File: src/rtl/shift_pkg.sv
// Shared encodings for the sequential shifter: shift modes and controller states.
package shift_pkg;

  typedef enum logic [1:0] {
    MODE_LSR = 2'b00,
    MODE_ASR = 2'b01,
    MODE_LSL = 2'b10,
    MODE_ROR = 2'b11
  } shift_mode_e;

  typedef enum logic [1:0] {
    IDLE  = 2'b00,
    SHIFT = 2'b01,
    DONE  = 2'b10
  } state_e;

endpackage

File: src/rtl/shift_step.sv
// Combinational single-bit shift/rotate step used once per SHIFT cycle.
module shift_step
  import shift_pkg::*;
#(
  parameter int WIDTH = 4
) (
  input  logic [WIDTH-1:0] data_i,
  input  logic [1:0]       mode,
  output logic [WIDTH-1:0] data_o
);

  always_comb begin
    data_o = data_i;
    case (shift_mode_e'(mode))
      MODE_LSR: data_o = {1'b0, data_i[WIDTH-1:1]};
      MODE_ASR: data_o = {data_i[WIDTH-1], data_i[WIDTH-1:1]};
      MODE_LSL: data_o = {data_i[WIDTH-2:0], 1'b0};
      MODE_ROR: data_o = {data_i[0], data_i[WIDTH-1:1]};
      default:  data_o = data_i;
    endcase
  end

endmodule

File: src/rtl/seq_shifter.sv
// Multi-cycle shifter: latches an operand, applies one 1-bit step per cycle
// for the requested amount, then pulses done for a single cycle.
module seq_shifter
  import shift_pkg::*;
#(
  parameter int WIDTH = 4,
  parameter int SHW   = $clog2(WIDTH)
) (
  input  logic             clk,
  input  logic             rst,
  input  logic             start,
  input  logic [1:0]       mode,
  input  logic [SHW-1:0]   amt,
  input  logic [WIDTH-1:0] din,
  output logic             busy,
  output logic             done,
  output logic [WIDTH-1:0] dout
);

  localparam int unsigned MAX_AMT = WIDTH - 1;

  state_e           state_q, state_d;
  shift_mode_e      mode_q,  mode_d;
  logic [SHW-1:0]   count_q, count_d;
  logic [WIDTH-1:0] dout_q,  dout_d;
  logic [SHW-1:0]   amt_lim;
  logic [WIDTH-1:0] step_data;

  shift_step #(.WIDTH(WIDTH)) u_step (
    .data_i (dout_q),
    .mode   (mode_q),
    .data_o (step_data)
  );

  always_comb begin
    // NOTE: every output of this block gets a default first, so no path can infer a latch.
    state_d = state_q;
    mode_d  = mode_q;
    count_d = count_q;
    dout_d  = dout_q;
    // Out-of-range amounts only exist when WIDTH is not a power of two.
    amt_lim = (32'(amt) > MAX_AMT) ? SHW'(MAX_AMT) : amt;

    case (state_q)
      IDLE: begin
        if (start) begin
          dout_d  = din;
          mode_d  = shift_mode_e'(mode);
          count_d = amt_lim;
          state_d = (amt_lim != '0) ? SHIFT : DONE;
        end
      end
      SHIFT: begin
        dout_d  = step_data;
        count_d = count_q - SHW'(1);
        if (count_q == SHW'(1)) state_d = DONE;
      end
      DONE:    state_d = IDLE;
      default: state_d = IDLE;
    endcase
  end

  always_ff @(posedge clk) begin
    // NOTE: non-blocking assignments so every register samples pre-edge values.
    if (rst) begin
      state_q <= IDLE;
      mode_q  <= MODE_LSR;
      count_q <= '0;
      dout_q  <= '0;
    end else begin
      state_q <= state_d;
      mode_q  <= mode_d;
      count_q <= count_d;
      dout_q  <= dout_d;
    end
  end

  assign busy = (state_q != IDLE);
  assign done = (state_q == DONE);
  assign dout = dout_q;

endmodule

File: config.mk
export PLATFORM = sky130hd
export DESIGN_NAME = seq_shifter
export DESIGN_NICKNAME = d
export VERILOG_FILES = /design/src/rtl/shift_pkg.sv /design/src/rtl/shift_step.sv /design/src/rtl/seq_shifter.sv
export SDC_FILE = /design/constraint.sdc
export NUM_CORES = 1
export LEC_CHECK = 0
export CAP_MARGIN = 10
export CORE_UTILIZATION = 40
export DETAILED_ROUTE_END_ITERATION = 12
export GPL_ROUTABILITY_DRIVEN = 0
export PLACE_DENSITY_LB_ADDON = 0.3
export SLEW_MARGIN = 30
export SYNTH_ARGS = -nofsm -noshare
export SYNTH_HDL_FRONTEND = slang
export SYNTH_HIERARCHICAL = 1
export SYNTH_SLANG_ARGS = --single-unit
File: constraint.sdc
create_clock -name clk -period 1.3 [get_ports clk]
set_input_delay 0.13 -clock clk [delete_from_list [all_inputs] [get_ports clk]]
set_output_delay 0.13 -clock clk [all_outputs]
set_load 0.03 [all_outputs]
## After elaboration in Yosys (flattened, before gate mapping)

Cells that the tools add are included.

| word-level totals | value |
|---|---|
| register bits | 10 |
| output and inout bits | 6 |

| cells by class | value |
|---|---|
| add/sub/neg operators | 1 |
| eq/ne operators | 9 |
| muxes and demuxes | 9 |
| reductions and logical operators | 9 |

Operator list:

| kind | number |
|---|---|
| one-hot mux 4 bit (4 select lines) | 1 |
| two-way mux 2 bit | 4 |
| one-hot mux 2 bit (2 select lines) | 2 |
| one-hot mux 4 bit (2 select lines) | 1 |
| == test 2 x 1 -> 1 bit (second input constant) | 3 |
| == test 2 bit (second input constant) | 3 |
| != test 2 bit (second input constant) | 3 |
| AND reduction 2 bit | 3 |
| nonzero test 2 bit | 3 |
| logical NOT 2 bit | 2 |
| two-way mux 4 bit | 1 |
| AND reduction 3 bit | 1 |
| subtractor 2 x 1 -> 2 bit (second input constant) | 1 |

## Depth between registers and ports, before layout

Gate-level depths: netlist of run 1.

| logic depth | value |
|---|---|
| word-level depth | 4 |
| gate-level depth with buffers | 4 |
| gate-level depth less buffers | 4 |

## Hierarchy

The synthesis of run 1 kept the hierarchy.

Modules (own cells, without submodules):

| module | instances | cells each | area an instance (um^2) | sequential area each (um^2) |
|---|---|---|---|---|
| seq_shifter | 1 | 51 | 534.3 | 200.2 |
| shift_step | 1 | 7 | 67.6 | 0.0 |

## Worst setup path after synthesis of run 1

OpenSTA, ideal clock, no wires.

| timing path | value |
|---|---|
| path type | register to register |
| start | register dout_q[0] (netlist: dout[0]) |
| end | register dout_q[3] (netlist: dout[3]) |
| arrival | 1.133 ns |
| data required time | 1.163 ns |
| slack | 0.030 ns |
| stages on the path, launching flop included | 5 |
| buffers on the path | 0 |
| clock period less this slack | 1.270 ns |
| cell sequence | dfxtp_1 -> mux2_1 -> a22o_1 -> mux2i_1 -> a211oi_2 |

| on the way | value |
|---|---|
| cells in the longest elaborated chain, start to end | 2 |

Ends and longest elaborated chain:

| item | line | text |
|---|---|---|
| start, declared | seq_shifter.sv:25 | `logic [WIDTH-1:0] dout_q, dout_d;` |
| start signal, assigned | seq_shifter.sv:74 | `dout_q <= dout_d;` |
| one-hot mux 4 bit (4 select lines) | shift_step.sv:14 | `case (shift_mode_e'(mode))` |
| via step_data[3] | seq_shifter.sv:27 | `logic [WIDTH-1:0] step_data;` |
| one-hot mux 4 bit (2 select lines) | seq_shifter.sv:44 | `case (state_q)` |

The timed path passes the listed nets, and every way through them passes these cells.
A chain may end at the register's enable or synchronous reset.

## Final worst setup path of run 1

| timing path | value |
|---|---|
| start | register state_q[1] |
| end | output port busy |

| on the way | value |
|---|---|
| cells in the longest elaborated chain, start to end | 1 |

Ends and longest elaborated chain:

| item | line | text |
|---|---|---|
| start, declared | seq_shifter.sv:22 | `state_e state_q, state_d;` |
| start signal, assigned | seq_shifter.sv:71 | `state_q <= state_d;` |
| nonzero test 2 bit | seq_shifter.sv:78 | `assign busy = (state_q != IDLE);` |
| end, declared | seq_shifter.sv:15 | `output logic busy,` |

Every way passes these cells.

==> flow_summary.toml, run 1 <==
[grt]
track_usage = 0.162
antenna_found_initial = 0
first_global_vias = 420
overflow = 0
grt_max_degree = 11
grt_pass1_wl_microns = 1730

[routing]
vias = 493
dr.pass1.iters = 4
vias_per_cell = 5.14
wl_microns = 1150
wl_per_cell_microns = 12.0
drt_iter0_drc = 12
ant_nets = 0
drc_errors = 0

[die]
rows = 13
die_h_microns = 40.8
die_area_sq_mm = 0.00166
core_sq_mm = 0.00135
pin_count = 17
start_util = 0.446
die_x_microns = 40.8

[place]
dpl.hpwl_microns = 830
placedCellCount = 90
portBuffers = 16
placed_area_sq_um = 795

[timing]
setup_violations = 0
timing.setup.tns_ns = 0
skew_ns = 0.00236
fmax_mhz = 791
rsz0062_at_grt = "no"
relSlewSlack = 0.796
hold_viol = 0
report.final.slew_viol_count = 0
worst_pin_slew_ns = 0.306
hold_ws_ns = 0.487
period_needed_ns = 1.26
period_share = 0.973

[layout]
seq_area_sq_um = 203
area_growth_pct = 41.0
diodes = 0
multi_input_area_sq_um = 368
stdcell_count = 96
drive_above_1_share = 0.358
final_area_sq_um = 848
nets = 95
fill_cells = 118

[flow_run]
maxCapViolCount = 0

[clock_network]
cts-htree-levels = 1
cts_tree = "built"
cts.sinks = 10
cts_hold_buffers = 0
clkLatencyLatePin_ns = 0.26
cts_root_buf = "clkbuf_4"
numCtsBuffers = 3
clk_path_buf_depth = 2
clkTransAtPathRegs_ns = 0.06

[yosys]
ys_ff_latch = 10
seq_area_frac_synth = 0.333
synthCells = 58
synthTopCellsByArea = "dfxtp_1 (33%), mux2i_1 (10%), a211oi_2 (8.3%)"
ys_types = 26
synth_nets = 70
ys.warnings.count = 6
yosysTopAreaCell = "dfxtp_1"
synth_area_sq_um = 602
syn_area_per_cell_sq_um = 10.4
synth_top_area_frac = 0.333

[critical_path]
cpPeakStageDelay_ns = 0.31
end_kind = "output pin"
cp_slowest_cell = "dfxtp_1"
cp-start-kind = "flop"
cp_max_fo = 6
path_cells = "buf_4 > or2_2 > buf_6"
required_ns = 1.17
worstPathArrival_ns = 1.13
path_buf_inv = 2
crit_family = "flip-flops"
path_class = "flop to output pin"

[power]
ir_worst_vdd_mv = 0.713
finalPower_uw = 882
leakagePower_nw = 0.347
p_int_uw = 612
combinationalPowerShare = 0.352
p_switching_uw = 270
p_sw_frac = 0.307
power_density_mw_per_mm2 = 1040
power_frac_seq = 0.417
p_clk_frac = 0.231

[outcome]
status = "finished clean"

[min_path]
hp-class = "primary input to flop"
logic make-up after synthesis:
logic type	share of synthesized area
AOI/OAI and AO/OA	0.179
adders and majority gates	0.0208
buffers and inverters	0.0561
DFF	0.333
muxes	0.181
and+or+nand+nor	0.231
per-layer routing:
layer  global-route usage  up-vias  share of wire
li1                     -      258              -
met1                0.190      214           0.50
met2                0.254       17           0.43
met3               0.0380        4          0.050
met4                0.117        0          0.022
met5                    0        -              0
timing repair:
action / CTS / global route
pin swaps: 0 / 2
resized for setup: 6 / 5
setup endpoints to repair: 6 / 6
buffers inserted: 3 / 0
power by group through the flow:
| stage | sequential, mW | combinational (mW) | clock, mW |
|---|---|---|---|
| detailed placement | 0.373 | 0.299 | 0 |
| CTS | 0.366 | 0.305 | 0.205 |
| global placement | 0.372 | 0.296 | 0 |
| global route | 0.371 | 0.334 | 0.219 |
| finish | 0.368 | 0.311 | 0.204 |
| floorplan | 0.400 | 0.169 | 0 |
stage by stage:
step            util  setup WS, ns
2_1_floorplan      -        0.0298
3_3_place_gp   0.589       -0.0377
3_5_place_dp   0.589       -0.0661
4_1_cts        0.620        0.0218
5_1_grt        0.628       0.00138
6_report       0.628        0.0355
state kept, by name, indices dropped and copies added, names as in the netlist:
signal,count
dout,4
count_q,2
mode_q,2
state_q,2
worst register-to-register path, delay by kind of cell (launching register included):
kind	cells	cell delay (ns)
multiplexers	1	0.22
buffers and inverters	2	0.23
flip-flops	1	0.32
AND/OR/NAND/NOR	2	0.36
final timing paths:
check | from | end | slack (ns) | cells after the start
hold reg to reg | count_q[1] | count_q[1] | 0.49 | 2
setup reg to reg | state_q[0] | mode_q[1] | 0.07 | 5
setup / recovery | state_q[1] | busy | 0.04 | 3
hold / removal | mode[0] | mode_q[0] | 0.49 | 3
placed cells by master, fill, tap and decap left out, drive strengths merged, types with 2 or more instances in the layout:
cell            n
buf             8
mux2            4
mux2i           6
or2             2
nand2b          2
dlygate4sd2     4
a211oi          4
inv             2
nor2            8
clkbuf          3
a21oi           5
clkdlybuf4s50  10
dfxtp          10
synth_stat cells:
master / n
a211oi_2: 4
a21oi_1: 5
a22o_1: 1
a32oi_1: 1
and2_1: 1
and4bb_2: 1
buf_1: 1
buf_6: 2
dfxtp_1: 10
ha_1: 1
inv_1: 2
mux2_1: 2
mux2_2: 1
mux2_4: 1
mux2i_1: 6
nand2b_1: 2
nand3b_1: 1
nor2_1: 4
nor2_2: 4
nor2b_2: 1
nor3_1: 1
nor3b_4: 1
nor4b_2: 1
o21ai_0: 1
o21ba_1: 1
or2_2: 2
cell type report:
type,instances,share of cell area
Tap cell,15,0.0221
Clock buffer,3,0.0265
Inverter,2,0.00885
Sequential cell,10,0.239
Timing Repair Buffer,23,0.270
Multi-Input combinational cell,43,0.434
Note: power is estimated with default switching activity, not from simulation.
==> run 2: changes to the inputs <==
Settings changed: CAP_MARGIN 10 to 20, CORE_ASPECT_RATIO from default to 1.1, CTS_BUF_LIST from default to sky130_fd_sc_hd__clkbuf_16.
==> run 2 against run 1 <==
Effect of this change: clock-buffer cell count unchanged; critical path depth unchanged; cell area increased by 6.2%; critical endpoint unchanged; highest routed layer unchanged.
==> flow_summary.toml, run 2 (synthesis gave the netlist of run 1 again) <==
[outcome]
status = "finished clean"

[clock_network]
clk_path_buf_depth = 2
cts_root_buf = "clkbuf_16"
cts.sinks = 10
clkLatencyLatePin_ns = 0.23
numCtsBuffers = 3
clkTransAtPathRegs_ns = 0.04
cts-htree-levels = 1
cts_tree = "built"
cts_hold_buffers = 0

[timing]
worst_pin_slew_ns = 0.323
fmax_mhz = 796
setup_violations = 0
hold_viol = 0
report.final.slew_viol_count = 0
rsz0062_at_grt = "no"
period_share = 0.967
skew_ns = 0.00349
period_needed_ns = 1.26
relSlewSlack = 0.786

[power]
p_switching_uw = 312
power_density_mw_per_mm2 = 1350
p_clk_frac = 0.441
power_frac_seq = 0.302
p_sw_frac = 0.256
ir_worst_vdd_mv = 0.963
p_int_uw = 907
combinationalPowerShare = 0.256
leakagePower_nw = 0.375

[die]
die_x_microns = 39.0
start_util = 0.435
die_area_sq_mm = 0.00166
pin_count = 17
core_sq_mm = 0.00138
rows = 14
die_h_microns = 42.7

[critical_path]
required_ns = 1.17
worstPathArrival_ns = 1.13
cp_max_fo = 9
cp-start-kind = "flop"
path_class = "flop to output pin"
end_kind = "output pin"

[place]
portBuffers = 16
placed_area_sq_um = 796
placedCellCount = 91
dpl.hpwl_microns = 872

[layout]
mostFrequentLayoutCells = "clkdlybuf4s50_1 (10), dfxtp_1 (8), buf_4 (6)"
multi_input_area_sq_um = 372
fill_cells = 117
stdcell_count = 98
utilization = 0.651
diodes = 0
area_growth_pct = 49.7
drive_above_1_share = 0.366
nets = 95
seq_area_sq_um = 203
largest_register_ffs = 4
final_area_sq_um = 901
final_common_cell = "clkdlybuf4s50_1"

[routing]
drc_errors = 0
vias_per_cell = 5.13
ant_nets = 0
dr.pass1.iters = 4
vias = 503
wl_microns = 1250
drt_iter0_drc = 7
wl_per_cell_microns = 12.8

[grt]
antenna_found_initial = 0
grt_max_degree = 14
track_usage = 0.183
grt_pass1_wl_microns = 2130
overflow = 0
first_global_vias = 488

[flow_run]
maxCapViolCount = 0

[min_path]
hp-class = "flop to flop"
==> run 2: cell types whose count changed in the layout (fill, tap and decap cells not counted) <==
| cell | change |
|---|---|
| clkinv_1 | +1 |
| buf_6 | -2 |
| mux2i_2 | +1 |
| clkdlybuf4s15_1 | -1 |
| clkbuf_16 | +3 |
| clkbuf_4 | -3 |
| mux2i_1 | -1 |
| buf_4 | +2 |
| dlygate4sd2_1 | +1 |
==> run 2: critical path: stages (launching register included) <==
cell     delay [ns]
dfxtp_1        0.31
buf_6          0.14
or2_2          0.28
buf_4          0.17
==> run 2: power by group through the flow <==
stage	clock, mW	sequential (mW)	combinational (mW)
after global placement	0	0.372	0.296
final	0.538	0.369	0.313
after floorplan	0	0.400	0.169
after global routing	0.576	0.374	0.339
after detailed placement	0	0.373	0.302
after CTS	0.545	0.368	0.299
==> run 2: layer usage <==
layer,vias to the layer above,track usage,wire [microns]
met5,-,0,0
met4,0,0.0828,23
met3,3,0.0157,44
met2,13,0.310,662
met1,229,0.225,520
li1,258,-,-
==> run 2: through the flow <==
step	power (mW)	hold WS, ns	worst slack, ns	setup TNS [ns]
after global routing	1.29	0.531	0.00670	0
after detailed placement	0.675	0.490	-0.0662	-0.186
final	1.22	0.504	0.0432	0
after CTS	1.21	0.504	0.00772	0
after floorplan	0.568	0.277	0.0298	0
after global placement	0.668	0.492	-0.0331	-0.0747
==> run 2: final timing paths <==
| path | from | to | slack (ns) | cells after the start |
|---|---|---|---|---|
| worst min register to register | count_q[1] | count_q[1] | 0.50 | 2 |
| worst max-delay path | state_q[0] | busy | 0.04 | 3 |
| worst min-delay path | count_q[1] | count_q[1] | 0.50 | 2 |
| worst max register to register | mode_q[1] | dout[3] | 0.09 | 4 |
==> run 2: cell type report <==
type,instances,share of cell area
clock buffer,3,0.0833
clock inverter,1,0.00417
inverter,2,0.00833
multi-input combinational,43,0.412
sequential,10,0.225
tap,16,0.0222
timing repair buffer,23,0.244
==> run 2: timing repair <==
| item | CTS | global route |
|---|---|---|
| resized for setup | 6 | 3 |
| gates cloned | 0 | 0 |
| setup endpoints to repair | 6 | 3 |
| buffers inserted | 0 | 3 |
==> run 3: changes to the inputs <==
Settings changed: CELL_PAD_IN_SITES_DETAIL_PLACEMENT from default to 1, CELL_PAD_IN_SITES_GLOBAL_PLACEMENT from default to 1, CORE_UTILIZATION 40 to 34.
==> run 3 against run 2 <==
Effect of this change: routed wire length rose by 18%; clock skew is 0.0020 ns higher; non-clock buffer count rose by 1; cell area increased by 0.69%; first-iteration DRC count shrank 57%; cell count up 2.0%.
==> flow_summary.toml, run 3 (synthesis gave the netlist of run 1 again) <==
[outcome]
status = "finished clean"

[timing]
skew_ns = 0.00547
worst_pin_slew_ns = 0.495
report.final.slew_viol_count = 0
period_needed_ns = 1.26
relSlewSlack = 0.669
setup_violations = 0
hold_viol = 0
period_share = 0.971
fmax_mhz = 792
timing.setup.tns_ns = 0

[clock_network]
cts_tree = "built"
clk_path_buf_depth = 2
clkTransAtPathRegs_ns = 0.04
numCtsBuffers = 3
cts.sinks = 10
cts-htree-levels = 1
clkLatencyLatePin_ns = 0.24
cts_root_buf = "clkbuf_16"

[grt]
busiest_layer = "met2"
first_global_vias = 557
grt_max_degree = 11
grt.met1_usage = 0.185
track_usage = 0.181
overflow = 0
grt_pass1_wl_microns = 2500
met3_usage = 0.0392
grt.met2_usage = 0.350
antenna_found_initial = 0

[routing]
vias_per_cell = 5.22
dr.pass1.iters = 4
wl_per_cell_microns = 14.7
vias = 522
wl_microns = 1470
drc_errors = 0
ant_nets = 0
drt_iter0_drc = 3

[critical_path]
cp_max_fo = 7
r2r_start = "mode_q[1]"
end_kind = "output pin"
worstPathArrival_ns = 1.13
r2r_end = "dout[3]"
cp-start-kind = "flop"
reg2reg_setup_slack_ns = 0.08
crit_start = "state_q[0]"
required_ns = 1.17
path_class = "flop to output pin"
worst-r2r-cell-count = 4

[power]
p_int_uw = 911
p_clk_frac = 0.447
power_density_mw_per_mm2 = 1370
power_frac_seq = 0.296
ir_worst_vdd_mv = 0.782
p_sw_frac = 0.266
finalPower_mw = 1.24
combinationalPowerShare = 0.257
leakagePower_nw = 0.377
p_switching_uw = 331

[layout]
final_common_cell = "clkdlybuf4s50_1"
area_growth_pct = 50.7
drive_above_1_share = 0.373
nets = 96
fill_cells = 188
stdcell_count = 100
diodes = 0
largest_register_ffs = 4
mostFrequentLayoutCells = "clkdlybuf4s50_1 (10), dfxtp_1 (8), buf_4 (7)"

[min_path]
hp-class = "flop to flop"
whs_path_depth = 2
hold_path_end = "count_q[1]"
min-delay-start = "count_q[1]"

[die]
die_area_sq_mm = 0.00194
start_util = 0.373
rows = 15
die_h_microns = 46.1
pin_count = 17
die_x_microns = 42.1
core_sq_mm = 0.00161

[flow_run]
maxCapViolCount = 0

[place]
portBuffers = 16
placedCellCount = 93
run 3: per-stage QoR:
stage / hold slack [ns] / util / cell area [sq um] / setup slack, ns
2_1_floorplan: 0.277 / - / 602 / 0.0298
3_3_place_gp: 0.482 / 0.498 / 805 / -0.0658
3_5_place_dp: 0.481 / 0.498 / 805 / -0.105
4_1_cts: 0.501 / 0.560 / 903 / 0.0138
5_1_grt: 0.533 / 0.562 / 907 / -0.00224
6_report: 0.502 / 0.562 / 907 / 0.0376
run 3: worst max-delay path, cell delays in order, from the launching register on:
cell     delay, ns
dfxtp_1       0.31
buf_6         0.13
or2_2         0.28
buf_4         0.17
run 3: worst max-delay path by stage:
stage / endpoint / slack, ns / cells after the start
2_1_floorplan: dout[3] / 0.03 / 4
3_3_place_gp: mode_q[1] / -0.07 / 4
3_5_place_dp: mode_q[1] / -0.11 / 4
4_1_cts: dout[1] / 0.01 / 4
5_1_grt: mode_q[1] / -0.002 / 4
6_report: busy / 0.04 / 3
run 3: what timing repair did:
action	in CTS	in global routing
hold buffers	0	0
endpoints found under the setup margin	6	4
gates resized for setup	6	5
buffers inserted	3	0
run 3: final cells by class:
| class | instances | area, sq um | area share |
|---|---|---|---|
| well taps | 17 | 21.3 | 0.0234 |
| inverters | 2 | 7.51 | 0.00828 |
| clock buffers | 3 | 75.1 | 0.0828 |
| multi-input cells | 43 | 373 | 0.411 |
| flip-flops and latches | 10 | 203 | 0.223 |
| clock inverters | 1 | 3.75 | 0.00414 |
| repair buffers | 24 | 224 | 0.247 |
run 3: power by group through the flow:
| stage | sequential [mW] | clock [mW] | combinational (mW) |
|---|---|---|---|
| after floorplan | 0.400 | 0 | 0.169 |
| after global placement | 0.370 | 0 | 0.308 |
| after detailed placement | 0.371 | 0 | 0.314 |
| after CTS | 0.367 | 0.567 | 0.321 |
| after global routing | 0.373 | 0.584 | 0.347 |
| final | 0.368 | 0.555 | 0.319 |
run 3: layer usage:
| metal | up-vias | part of all wire |
|---|---|---|
| met3 | 3 | 0.058 |
| li1 | 258 | - |
| met5 | - | 0 |
| met1 | 243 | 0.37 |
| met2 | 18 | 0.55 |
| met4 | 0 | 0.021 |
